`src/rtl/ifetch_unit.sv`:
```
// Sequential instruction fetcher: issues word reads to a 1-cycle memory and buffers {pc,instr} pairs.
// Optional IFETCH_STATS_EN adds push/flush event counters.
module ifetch_unit #(
    parameter logic [31:0] RESET_PC   = 32'h0,
    parameter int          FIFO_DEPTH = 2
) (
    input  logic        clk,
    input  logic        resetn,
    output logic [31:0] mem_addr,
    output logic        mem_rstrb,
    input  logic [31:0] mem_rdata,
    input  logic        redirect,
    input  logic [31:0] redirect_pc,
    output logic        instr_valid,
    input  logic        instr_ready,
    output logic [31:0] instr,
    output logic [31:0] instr_pc
`ifdef IFETCH_STATS_EN
    ,
    output logic [31:0] stat_fetch_cnt,
    output logic [31:0] stat_flush_cnt
`endif
);
    localparam int AW = (FIFO_DEPTH > 1) ? $clog2(FIFO_DEPTH) : 1;
    localparam int CW = AW + 1;
    localparam logic [CW-1:0] DEPTH_C = CW'(FIFO_DEPTH);

    logic [31:0]   fetch_pc;
    logic [31:0]   issued_pc;
    logic          inflight;
    logic [CW-1:0] count;
    logic [AW-1:0] wr_ptr;
    logic [AW-1:0] rd_ptr;
    logic [31:0]   pc_q  [FIFO_DEPTH];
    logic [31:0]   ins_q [FIFO_DEPTH];
    logic          pop;
    logic          push;
    logic          issue;
    logic [CW-1:0] occ;

    assign instr_valid = (count != '0);
    assign pop         = instr_valid & instr_ready & ~redirect;
    assign push        = inflight & ~redirect;
    // Count the outstanding read as occupied so a full FIFO can never be overrun.
    assign occ         = count + CW'(inflight) - CW'(pop);
    assign issue       = resetn & ~redirect & (occ < DEPTH_C);
    assign mem_rstrb   = issue;
    assign mem_addr    = fetch_pc;
    assign instr       = instr_valid ? ins_q[rd_ptr] : '0;
    assign instr_pc    = instr_valid ? pc_q[rd_ptr]  : '0;

    always_ff @(posedge clk or negedge resetn) begin
        if (!resetn) begin
            fetch_pc  <= RESET_PC;
            issued_pc <= '0;
            inflight  <= 1'b0;
            count     <= '0;
            wr_ptr    <= '0;
            rd_ptr    <= '0;
        end else if (redirect) begin
            // Any response arriving this cycle belongs to the old stream and is dropped.
            fetch_pc <= {redirect_pc[31:2], 2'b00};
            inflight <= 1'b0;
            count    <= '0;
            wr_ptr   <= '0;
            rd_ptr   <= '0;
        end else begin
            inflight <= issue;
            if (issue) begin
                issued_pc <= fetch_pc;
                fetch_pc  <= fetch_pc + 32'd4;
            end
            if (push) wr_ptr <= wr_ptr + AW'(1);
            if (pop)  rd_ptr <= rd_ptr + AW'(1);
            count <= count + CW'(push) - CW'(pop);
        end
    end

    always_ff @(posedge clk) begin
        if (push) begin
            pc_q[wr_ptr]  <= issued_pc;
            ins_q[wr_ptr] <= mem_rdata;
        end
    end

`ifdef IFETCH_STATS_EN
    always_ff @(posedge clk or negedge resetn) begin
        if (!resetn) begin
            stat_fetch_cnt <= '0;
            stat_flush_cnt <= '0;
        end else begin
            if (push)     stat_fetch_cnt <= stat_fetch_cnt + 32'd1;
            if (redirect) stat_flush_cnt <= stat_flush_cnt + 32'd1;
        end
    end
`endif
endmodule
```
`config.mk`:
```
export PLATFORM = sky130hd
export DESIGN_NAME = ifetch_unit
export DESIGN_NICKNAME = d
export VERILOG_FILES = /design/src/rtl/ifetch_unit.sv
export SDC_FILE = /design/constraint.sdc
export NUM_CORES = 1
export LEC_CHECK = 0
export CORE_AREA = 2 2 182 184
export DETAILED_ROUTE_END_ITERATION = 8
export DIE_AREA = 0 0 184 186
export GPL_TIMING_DRIVEN = 0
export SETUP_SLACK_MARGIN = 0.05
export SLEW_MARGIN = 10
export SYNTH_ARGS = -nofsm -noshare
export SYNTH_HDL_FRONTEND = slang
export SYNTH_SLANG_ARGS = --single-unit
```
`constraint.sdc`:
```
create_clock -name clk -period 4 [get_ports clk]
set_input_delay 0.8 -clock clk [delete_from_list [all_inputs] [get_ports clk]]
set_output_delay 0.8 -clock clk [all_outputs]
set_load 0.01 [all_outputs]
```
## Yosys cells after proc, flatten, opt, wreduce, memory -nomap -nowiden

Memory sizes are Yosys's and may differ from the RTL's.
Cells that the tools add are included.
Widths: inputs -> output; s select.

| operators by class | value |
|---|---|
| reductions and logical operators | 5 |
| bitwise operators | 6 |
| $add $sub $neg | 7 |
| equal/unequal tests | 0 |
| div/mod/pow operators | 0 |
| multiplexer cells | 12 |
| shifts and indexed selects | 0 |
| multiply operators | 0 |
| $lt $le $gt $ge | 1 |

Operators with widths:

| kind | number |
|---|---|
| $mux 32 | 4 |
| $add 32x3->32 const B | 1 |
| $reduce_bool 2->1 | 4 |
| $mux 1 | 7 |
| $and 1x1->1 | 5 |
| $add 2x1->2 | 2 |
| $sub 2x1->2 | 2 |
| $add 1x1->1 const B | 2 |
| $lt 2x2->1 const B | 1 |
| $mux 2 | 1 |
| $reduce_and 2->1 | 1 |
| $not 1->1 | 1 |

| storage, ports and cells | value |
|---|---|
| ROM bits | 0 |
| memories | 2 |
| bits in latches | 0 |
| bits in writable memories | 128 |
| logic and storage cells | 39 |
| register bits after elaboration | 69 |

Memory list:

| memory | depth | bits a word | read ports | clocked after memory_dff | wr ports | line | text |
|---|---|---|---|---|---|---|---|
| ins_q | 2 | 32 | 1 | 0 | 1 | 35 | `logic [31:0] ins_q [FIFO_DEPTH];` |
| pc_q | 2 | 32 | 1 | 0 | 1 | 34 | `logic [31:0] pc_q [FIFO_DEPTH];` |

## Longest topological paths before layout

| logic depth | value |
|---|---|
| word-level depth | 8 |
| mapped depth | 11 |

## Least setup slack after synthesis

OpenSTA, ideal clock, no wires.

| timing path | value |
|---|---|
| path type | input to register |
| start | input redirect |
| end | memory ins_q[0][0] (enable) |
| slack | -0.363 ns |
| setup time | 0.482 ns |
| arrival time | 3.881 ns |
| cell stages on the path | 4 |
| buffers on the path | 1 |
| cells stage by stage | inv_1 clkbuf_1 nand2_1 nor2_1 |

| between the ends | value |
|---|---|
| cells in the longest elaborated chain, start to end | 4 |

RTL lines:

| what | line | text |
|---|---|---|
| start, declared | 12 | `input logic redirect,` |
| $not 1->1 (no line) | n/a |  |
| $and 1x1->1 | 43 | `assign push = inflight & ~redirect;` |
| $mux 1 | 80 | `if (push) begin` |
| $mux 1 (implied by the code) | 82 | `ins_q[wr_ptr] <= mem_rdata;` |
| end, declared | 35 |  |

No other way between the ends.

## Final worst setup path

| timing path | value |
|---|---|
| start | input instr_ready |
| end | output mem_rstrb |

| between the ends | value |
|---|---|
| cells in the longest elaborated chain, start to end | 5 |

RTL lines:

| what | line | text |
|---|---|---|
| start, declared | 15 | `input logic instr_ready,` |
| $and 1x1->1 (2 in a row) | 42 | `assign pop = instr_valid & instr_ready & ~redirect;` |
| $sub 2x1->2 | 45 | `assign occ = count + CW'(inflight) - CW'(pop);` |
| $lt 2x2->1 | 46 | `assign issue = resetn & ~redirect & (occ < DEPTH_C);` |
| $and 1x1->1 | 46 |  |
| end, declared | 10 | `output logic mem_rstrb,` |

No other way between the ends.

==> impl_metrics.tcl <==
set metrics [dict create \
    outcome "complete, no violations" \
    mostFrequentLayoutCells "157 x clkdlybuf4s50_1, 124 x edfxtp_1, 73 x nor2_1" \
    layout_commonest_cell "clkdlybuf4s50_1" \
    rows 66 \
    power.density_nw_per_um2 466.2 \
    drc 0 \
    syn_area_um2 7961 \
    synthArstFlopShare 0.3439 \
    cp.arrival_ps 3080 \
    worstMarginPinSlew_ps 842.4 \
    yosys.cell_types.count 45 \
    dr.pass1.iters 6 \
    finalNonFillerCells 1175 \
    io_pins 166 \
    drive_gt1_frac 0.1395 \
    final_cell_area_um2 10910 \
    clock_latency_ps 430 \
    slew_headroom 0.4384 \
    cts_root_buf "clkbuf_16" \
    grt_start_max_net_pins 44 \
    coreArea_um2 32210 \
    clock_path_buffers 2 \
    numCtsBuffers 17 \
    die-area_um2 34220 \
    gp_congestion 0.7443 \
    grt_first_pass_wirelength_mm 31.28 \
    grt_overflow 0 \
    drtAntennaViolNets 0 \
    ys_seq_elements 189 \
    fin_ws_ps 124.5 \
    crit_path_max_fanout 10 \
    placed_cells 1140 \
    area_growth_pct 36.98 \
    startpoint_type "primary input" \
    setup_viol 0 \
    syn_avg_cell_area_um2 14.09 \
    synth_area_leaders "edfxtp_1 47%, dfrtp_1 20%, mux2i_1 7.9%" \
    fmax_ghz 0.2580 \
    io_buffers 159 \
    dp_hpwl_mm 14.82 \
    grtUsageTotal 0.1241 \
    ys.flop_type "edfxtp_1" \
    synth_edf_count 124 \
    preCtsSetupSlack_ps -1412 \
    end_kind "output port" \
    final-hold-violation-count 0 \
    initial_core_util 0.2472 \
    fp.dieW_um 184 \
    vias 5134 \
    cts_tree "built" \
    yosys.area.top_type "edfxtp_1" \
    crit_required_ps 3200 \
    n_antenna_cell 0 \
    slew_violations 0 \
    synthCells 565 \
    routed_wl_mm 20.94 \
    synth_top_cell_area_share 0.4677 \
    finalSetupTns_ps 0 \
    hp-class "in -> async" \
    p_leak_nw 3.749 \
    die_h_um 186 \
    routedWlPerCell_um 17.82 \
    vdd_drop_max_mv 0.3213 \
    grt_pass1_vias 5095 \
    grt_setup_unrepaired "false" \
    synth_warnings 0 \
    nNetsFinal 826 \
    period_needed_ps 3875 \
    drtIter0Drc 239 \
    criticalPathCategory "in -> out" \
    holdBufCountCts 0 \
    dpl_cell_area_um2 10210 \
    period_share 0.9689 \
    cts_max_level 4 \
    avgViaCountPerCell 4.369 \
    antenna_found_initial 0 \
    ys_seq_area_frac 0.6720 \
    path_clk_slew_ps 80 \
    cts_sinks 189 \
    fin_worst_skew_ps 11.96 \
    drv_cap 0 \
]
==> cells by family (layout without fill, tap and decap cells) <==
logic type,count (synthesis),count (layout),share of synthesized area
other,1,4,0.0004710
and+or+nand+nor,161,161,0.09461
muxes,93,93,0.1216
buffers and inverters,46,245,0.02656
xor gates and xnor gates,21,21,0.02405
DFF,189,189,0.6720
AOI/OAI and AO/OA,50,50,0.05438
adders and majority gates,4,4,0.006287
==> flip-flops by register name (all words and copies together), names as in the netlist <==
name       flops
inflight       1
pc_q          60
rd_ptr         1
ins_q         64
issued_pc     30
mem_addr      30
count          2
wr_ptr         1
==> routing by layer <==
| metal | global-route usage | share of wire | vias to the layer above |
|---|---|---|---|
| li1 | - | - | 2448 |
| met2 | 0.2088 | 0.48 | 140 |
| met3 | 0.02817 | 0.056 | 13 |
| met1 | 0.1620 | 0.45 | 2533 |
| met4 | 0.03072 | 0.0086 | 0 |
| met5 | 0 | 0 | - |
==> timing repair <==
| item | 4_1_cts | 5_1_grt |
|---|---|---|
| endpoints found under the setup margin | 42 | 2 |
| resized for setup | 22 | 6 |
| hold endpoints to repair | 0 | 0 |
| setup buffers | 2 | 1 |
| pin swaps | 3 | 1 |
==> worst paths after layout <==
kind,start,endpoint,slack [ps],cells past startpoint
worst max-delay path,instr_ready,mem_rstrb,120,10
worst min-delay path,resetn,issued_pc[25]$_DFFE_PN0P_,270,1
worst max register to register,count[1]$_DFF_PN0_,mem_addr[30]$_DFFE_PN0P_,950,12
worst min register to register,issued_pc[21]$_DFFE_PN0P_,pc_q[1][21]$_DFFE_PP_,470,0
max in group asynchronous,resetn,issued_pc[16]$_DFFE_PN0P_,3180,2
min in group clk,issued_pc[21]$_DFFE_PN0P_,pc_q[1][21]$_DFFE_PP_,470,0
==> final cells by class <==
class / count / area, um2
Inverter: 13 / 48.80
Fill cell: 3212 / 21300
Clock buffer: 17 / 425.4
Tap cell: 408 / 510.5
Multi-Input combinational cell: 333 / 2486
Sequential cell: 189 / 5350
Timing Repair Buffer: 167 / 1737
Buffer: 33 / 193.9
Clock inverter: 15 / 153.9
==> critical path, stage by stage <==
cell and delay (ps):
clkdlybuf4s50_1 470, nand2_2 110, nor2_2 130, ha_1 270, xnor2_4 140, xnor2_4 210
nand3_4 140, buf_8 190, inv_1 60, clkdlybuf4s50_1 530
==> Yosys cell counts, types with 3 or more instances <==
cell,number
o21ai_1,5
nor2_1,76
nand3_1,16
xnor2_1,13
o21ai_0,12
a211o_1,3
clkbuf_1,18
and4_1,3
a31oi_1,7
o31ai_1,6
mux2i_1,63
xor2_1,7
buf_4,5
or4_1,10
ha_1,4
a2111oi_4,4
nand2_1,34
a2111oi_2,3
o211ai_1,5
dfrtp_1,65
and3_1,3
mux2_2,30
buf_2,4
inv_1,13
buf_1,4
edfxtp_1,124
nand4_1,7
==> power breakdown <==
| part | internal [mW] | total (mW) | switching (mW) | leakage (nW) |
|---|---|---|---|---|
| combinational | 0.498 | 0.950 | 0.453 | 1.56 |
| clock | 0.879 | 1.67 | 0.792 | 0.280 |
| sequential | 2.32 | 2.46 | 0.144 | 1.91 |
==> through the flow <==
step / utilization / hold slack, ps / power, mW
floorplan: - / 436.6 / 2.922
global route: 0.3386 / 276.1 / 5.322
CTS: 0.3385 / 269.2 / 5.147
detailed placement: 0.3172 / 451.1 / 3.443
global placement: 0.3129 / 445.2 / 3.408
finish: 0.3386 / 268.3 / 5.084
Power figures use the tool's default switching activity.
